### src/rtl/fx2_mux_writer.sv
// Round-robin multiplexer that drains N_CH show-ahead FIFOs into an FX2 slave FIFO.
// Each burst is one header word {4'hA, channel, length} followed by up to MAX_BURST data words.
module fx2_mux_writer #(
  parameter int unsigned N_CH      = 4,
  parameter int unsigned MAX_BURST = 16,
  parameter int unsigned PKT_WORDS = 256,
  parameter int unsigned TIMEOUT   = 1024,
  parameter logic [1:0]  EP_ADDR   = 2'b10
) (
  input  logic               CLK,
  input  logic               RST,
  input  logic               EN,
  input  logic [N_CH*8-1:0]  ch_usedw,
  input  logic [N_CH*16-1:0] ch_q,
  output logic [N_CH-1:0]    ch_rdrq,
  input  logic               FLAG_FULL,
  output logic [15:0]        FD,
  output logic               SLWR,
  output logic               SLRD,
  output logic               SLOE,
  output logic               PKTEND,
  output logic [1:0]         FIFOADR
);

  localparam int unsigned ChW = (N_CH > 1) ? $clog2(N_CH) : 1;
  localparam int unsigned WcW = $clog2(PKT_WORDS + 1);
  localparam int unsigned IcW = $clog2(TIMEOUT + 1);

  typedef enum logic [2:0] {StIdle, StArb, StHdr, StData, StCommit} state_e;

  state_e         state_q, state_d;
  logic [ChW-1:0] ptr_q, ptr_d, grant_q, grant_d, arb_ch, arb_idx;
  logic [7:0]     len_q, len_d, remain_q, remain_d, arb_len;
  logic [WcW-1:0] wcnt_q, wcnt_d;
  logic [IcW-1:0] idle_q, idle_d;
  logic [15:0]    fd_q, fd_d;
  logic           slwr_q, slwr_d, pktend_q, pktend_d;
  logic           arb_hit, any_data, pop, tmo;

  logic [7:0]  usedw [N_CH];
  logic [15:0] head  [N_CH];

  for (genvar c = 0; c < N_CH; c++) begin : g_unpack
    assign usedw[c] = ch_usedw[c*8 +: 8];
    assign head[c]  = ch_q[c*16 +: 16];
  end

  assign any_data = |ch_usedw;
  assign pop      = (state_q == StData) && FLAG_FULL && (remain_q != 8'd0);
  assign tmo      = (state_q == StIdle) && FLAG_FULL && (wcnt_q != '0) &&
                    (idle_q >= IcW'(TIMEOUT));

  // Scan downwards so the lowest offset from ptr+1 wins without a break.
  always_comb begin
    arb_hit = 1'b0;
    arb_ch  = ptr_q;
    arb_idx = '0;
    for (int i = N_CH; i >= 1; i--) begin
      arb_idx = ChW'((int'(ptr_q) + i) % N_CH);
      if (usedw[arb_idx] != 8'd0) begin
        arb_hit = 1'b1;
        arb_ch  = arb_idx;
      end
    end
    arb_len = (usedw[arb_ch] > 8'(MAX_BURST)) ? 8'(MAX_BURST) : usedw[arb_ch];
  end

  always_comb begin
    ch_rdrq = '0;
    if (pop) ch_rdrq[grant_q] = 1'b1;
  end

  always_ff @(posedge CLK or negedge RST) begin
    if (!RST) state_q <= StIdle;
    else      state_q <= state_d;
  end

  always_comb begin
    state_d = state_q;
    unique case (state_q)
      StIdle: begin
        if (tmo)                 state_d = StCommit;
        else if (EN && any_data) state_d = StArb;
      end
      StArb:    state_d = arb_hit ? StHdr : StIdle;
      StHdr:    if (FLAG_FULL) state_d = StData;
      StData:   if (remain_q == 8'd0 || (pop && remain_q == 8'd1)) state_d = StIdle;
      StCommit: state_d = StIdle;
      default:  state_d = StIdle;
    endcase
  end

  always_comb begin
    ptr_d    = ptr_q;
    grant_d  = grant_q;
    len_d    = len_q;
    remain_d = remain_q;
    wcnt_d   = wcnt_q;
    idle_d   = idle_q;
    fd_d     = fd_q;
    slwr_d   = 1'b1;
    pktend_d = 1'b1;
    unique case (state_q)
      StIdle: begin
        if (tmo) pktend_d = 1'b0;
        if (wcnt_q != '0 && idle_q != IcW'(TIMEOUT)) idle_d = idle_q + IcW'(1);
      end
      StArb: begin
        if (arb_hit) begin
          grant_d  = arb_ch;
          len_d    = arb_len;
          remain_d = arb_len;
        end
      end
      StHdr: begin
        if (FLAG_FULL) begin
          fd_d   = {4'hA, 4'(grant_q), len_q};
          slwr_d = 1'b0;
        end
      end
      StData: begin
        if (pop) begin
          fd_d     = head[grant_q];
          slwr_d   = 1'b0;
          remain_d = remain_q - 8'd1;
          if (remain_q == 8'd1) ptr_d = grant_q;
        end
      end
      StCommit: begin
        wcnt_d = '0;
        idle_d = '0;
      end
      default: ;
    endcase
    // A full packet is committed by the FX2 itself, so the count just wraps.
    if (!slwr_d) begin
      idle_d = '0;
      wcnt_d = (wcnt_q == WcW'(PKT_WORDS - 1)) ? '0 : wcnt_q + WcW'(1);
    end
  end

  always_ff @(posedge CLK or negedge RST) begin
    if (!RST) begin
      ptr_q    <= ChW'(N_CH - 1);
      grant_q  <= '0;
      len_q    <= '0;
      remain_q <= '0;
      wcnt_q   <= '0;
      idle_q   <= '0;
      fd_q     <= '0;
      slwr_q   <= 1'b1;
      pktend_q <= 1'b1;
    end else begin
      ptr_q    <= ptr_d;
      grant_q  <= grant_d;
      len_q    <= len_d;
      remain_q <= remain_d;
      wcnt_q   <= wcnt_d;
      idle_q   <= idle_d;
      fd_q     <= fd_d;
      slwr_q   <= slwr_d;
      pktend_q <= pktend_d;
    end
  end

  assign FD      = fd_q;
  assign SLWR    = slwr_q;
  assign PKTEND  = pktend_q;
  assign SLRD    = 1'b1;
  assign SLOE    = 1'b1;
  assign FIFOADR = EP_ADDR;

endmodule

### config.mk
export PLATFORM = sky130hd
export DESIGN_NAME = fx2_mux_writer
export DESIGN_NICKNAME = d
export VERILOG_FILES = /design/src/rtl/fx2_mux_writer.sv
export SDC_FILE = /design/constraint.sdc
export NUM_CORES = 1
export LEC_CHECK = 0
export BUFFER_PORTS_ARGS = -buffer_cell sky130_fd_sc_hd__buf_2
export CORE_UTILIZATION = 52
export CTS_BUF_LIST = sky130_fd_sc_hd__clkbuf_4 sky130_fd_sc_hd__clkbuf_8
export DETAILED_ROUTE_END_ITERATION = 16
export GPL_ROUTABILITY_DRIVEN = 0
export PLACE_DENSITY = 0.83
export SYNTH_ARGS = -nofsm -noshare
export SYNTH_HDL_FRONTEND = slang
export SYNTH_SLANG_ARGS = --single-unit
### constraint.sdc
create_clock -name CLK -period 2.7 [get_ports CLK]
set_input_delay 0.54 -clock CLK [delete_from_list [all_inputs] [get_ports CLK]]
set_output_delay 0.54 -clock CLK [all_outputs]
set_load 0.1 [all_outputs]
==> results_dict.tcl <==
set metrics [dict create \
    p_leak_nw 2.27 \
    grt_usage 0.283 \
    drcViolationCount 0 \
    clock_sinks 61 \
    synth_top_area_cell "dfrtp_1" \
    synth_common_cells "nand2_1 (67), dfrtp_1 (57), nor2_1 (37), o21ai_0 (25)" \
    syn_avg_cell_area_um2 9.40 \
    cp_slowest_cell "or4_4" \
    num_antenna_cells 0 \
    post-route-util 0.706 \
    arrival_ps 2330 \
    slew_viol_final 0 \
    rrSetupSlack_ps 150 \
    htreeDepth 3 \
    globalRouteOverflowTotal 0 \
    viasPerCell 5.72 \
    synth_seq_cells 61 \
    critPathKind "flop to primary output" \
    yosysWarnings 0 \
    wire_per_inst_um 15.9 \
    cts_root_buf "clkbuf_8" \
    relSlewSlack 0.485 \
    grt_pass1_vias 3635 \
    initial_core_util 0.542 \
    syn_area_mm2 0.00372 \
    min_period_over_period 1.06 \
    min_period_ps 2870 \
    synth_seq_area_share 0.411 \
    die_w_um 86.6 \
    path_max_fanout 4 \
    cts_max_path_buffers 2 \
    critPathLaunch "remain_q[5]" \
    synth_cells 396 \
    crit_path_cell_trace "or4_4 > or4b_4 > and3_4 > and3_4 > buf_12" \
    synth_edf_count 0 \
    cpPeakStageDelay_ps 540 \
    failed_checks "setup timing" \
    cpLargestDelayFamily "simple AND/OR/NAND/NOR gates" \
    max_freq_mhz 348 \
    place_ws_ps 39.6 \
    rr_endpoint "wcnt_q[4]" \
    synth_top_area_share 0.383 \
    instances_no_fill 637 \
    die-area_mm2 0.00750 \
    path_buf_inv 1 \
    required_ps 2160 \
    layout.nets 643 \
    fin_worst_skew_ps 7.38 \
    setup_slack_ps -171 \
    totalWireLength_mm 10.1 \
    total_power_w 0.00528 \
    row_count 30 \
    hpwl_mm 7.35 \
    place_inst 617 \
    r2r-start "remain_q[5]" \
    synth_most_common_cell "nand2_1" \
    worst_path_most_repeated_cell "and3_4" \
    hold_class "primary input to async pin" \
    cts_tree "built" \
    die_h_um 86.6 \
    start_kind "flop" \
    core_area_mm2 0.00687 \
    antenna_found_initial 0 \
    cts_made_buffers 9 \
    port-buffer-count 121 \
    dr.pass1.iters 5 \
    synth_ff_type "dfrtp_1" \
    endpoint "ch_rdrq[3]" \
    hold_buffers 0 \
    insertion_delay_ps 340 \
    hold_violations 0 \
    synth-async-reset-ratio 1.00 \
    drt.antenna.violating_nets 0 \
    power.density_mw_per_mm2 1090 \
    grt_setup_unrepaired "yes" \
    vias 3646 \
    areaGrowthSynthToFinish_pct 30.3 \
    cp-end-kind "primary output" \
    crit_cells 5 \
    ir_drop_v 0.000827 \
    initialDrtViolationCount 260 \
    max_cap_viol_count 0 \
    rr_worst_depth 7 \
    synthDistinctLibCells 60 \
    finalSetupViolations 4 \
    boundaryPins 126 \
    status "finished, violations left" \
    grt_pass1_wl_mm 16.3 \
    fill_cells 508 \
    clkTransAtPathRegs_ps 70 \
    tns_ps -531 \
    synth.area.top_cells "dfrtp_1 (38%), mux4_2 (9.1%), nand2_1 (6.8%)" \
    drive_above_1_share 0.381 \
    grt_max_degree 62 \
    worst_slew_pin_slew_ps 773 \
]
## flip-flops by register name (all words and copies together), names as in the netlist
| register | flops |
|---|---|
| wcnt_q | 9 |
| grant_q | 2 |
| SLWR | 1 |
| remain_q | 8 |
| idle_q | 11 |
| len_q | 8 |
| FD | 16 |
| ptr_q | 2 |
| state_q | 3 |
| PKTEND | 1 |
## repair_timing
item / 4_1_cts / 5_1_grt
endpoints found under the setup margin: 4 / 5
setup buffers: 3 / 1
pin swaps: 2 / 0
gates resized for setup: 3 / 1
## metal layers
layer | track usage | vias to the layer above | routed length (µm)
met5 | 0 | - | 0
met3 | 0.0533 | 31 | 557
met1 | 0.343 | 1768 | 3960
li1 | - | 1710 | -
met4 | 0.117 | 0 | 295
met2 | 0.496 | 137 | 5290
## placed cells by master, fill, tap and decap left out, types with 2 or more instances in the layout
master	Yosys	layout
o21ai_1	3	2
nor2_4	1	3
a31oi_1	10	10
a31o_2	2	2
mux2i_1	12	12
and2_1	3	3
nand4_1	6	6
o21ai_0	25	25
xor2_1	6	6
or3_1	4	4
xnor2_1	4	4
and3_1	6	4
buf_4	6	26
mux2_4	2	2
ha_1	7	7
mux2_2	3	3
dfstp_2	4	4
buf_12	0	4
nand3_1	15	15
nor4_1	11	11
a21oi_1	13	13
inv_1	10	10
clkbuf_8	0	13
nor3_1	10	9
nor2_1	37	35
clkbuf_4	0	2
o22ai_1	2	2
o221ai_1	4	4
dfrtp_1	57	57
mux4_2	15	15
nand2b_1	4	4
buf_2	3	117
conb_1	2	4
and3_4	1	3
nor2b_1	5	5
nand2_1	67	66
## worst register-to-register path: cells and delay by family (launching register included)
| family | cells | cell delay [ps] |
|---|---|---|
| simple gates | 2 | 1050 |
| compound gates | 4 | 770 |
| flops | 1 | 380 |
| buf+inv | 1 | 270 |
## metrics by stage
stage,hold WS (ps),instance area (µm²)
2_1_floorplan,244,3760
3_3_place_gp,456,4610
3_5_place_dp,460,4610
4_1_cts,384,4840
5_1_grt,413,4850
6_report,347,4850
## power breakdown
group          leakage, nW  switching, W  internal, W  total, W
Sequential           0.780      0.000254      0.00119   0.00144
Clock                0.107      0.000336     0.000453  0.000789
Combinational         1.38       0.00206     0.000992   0.00305
Total                 2.27       0.00265      0.00263   0.00528
## cells by family (layout without fill, tap and decap cells)
group	Yosys count	count (layout)	share of synthesized area
fa+ha+maj	7	7	0.0235
mux	32	32	0.140
buf+inv	31	174	0.0403
compound gates	74	74	0.127
simple gates	179	179	0.232
other cells	2	4	0.00202
flops	61	61	0.411
xor+xnor	10	10	0.0235
## how the worst min path moves through the flow
| stage | startpoint | end | depth (start not counted) |
|---|---|---|---|
| 2_1_floorplan | RST | FD[0] | 0 |
| 3_3_place_gp | FD[13] | FD[13] | 2 |
| 3_5_place_dp | FD[15] | FD[15] | 2 |
| 4_1_cts | RST | idle_q[9] | 2 |
| 5_1_grt | RST | idle_q[9] | 2 |
| 6_report | RST | idle_q[7] | 2 |
## area by class of cell
type / instances / area [µm²] / area share
Clock inverter: 1 / 5.00 / 0.00103
Tap cell: 96 / 120 / 0.0248
Inverter: 11 / 41.3 / 0.00852
Multi-Input combinational cell: 306 / 2100 / 0.432
Clock buffer: 15 / 194 / 0.0400
Timing Repair Buffer: 147 / 861 / 0.178
Sequential cell: 61 / 1530 / 0.316
(Power assumes the default switching activity.)
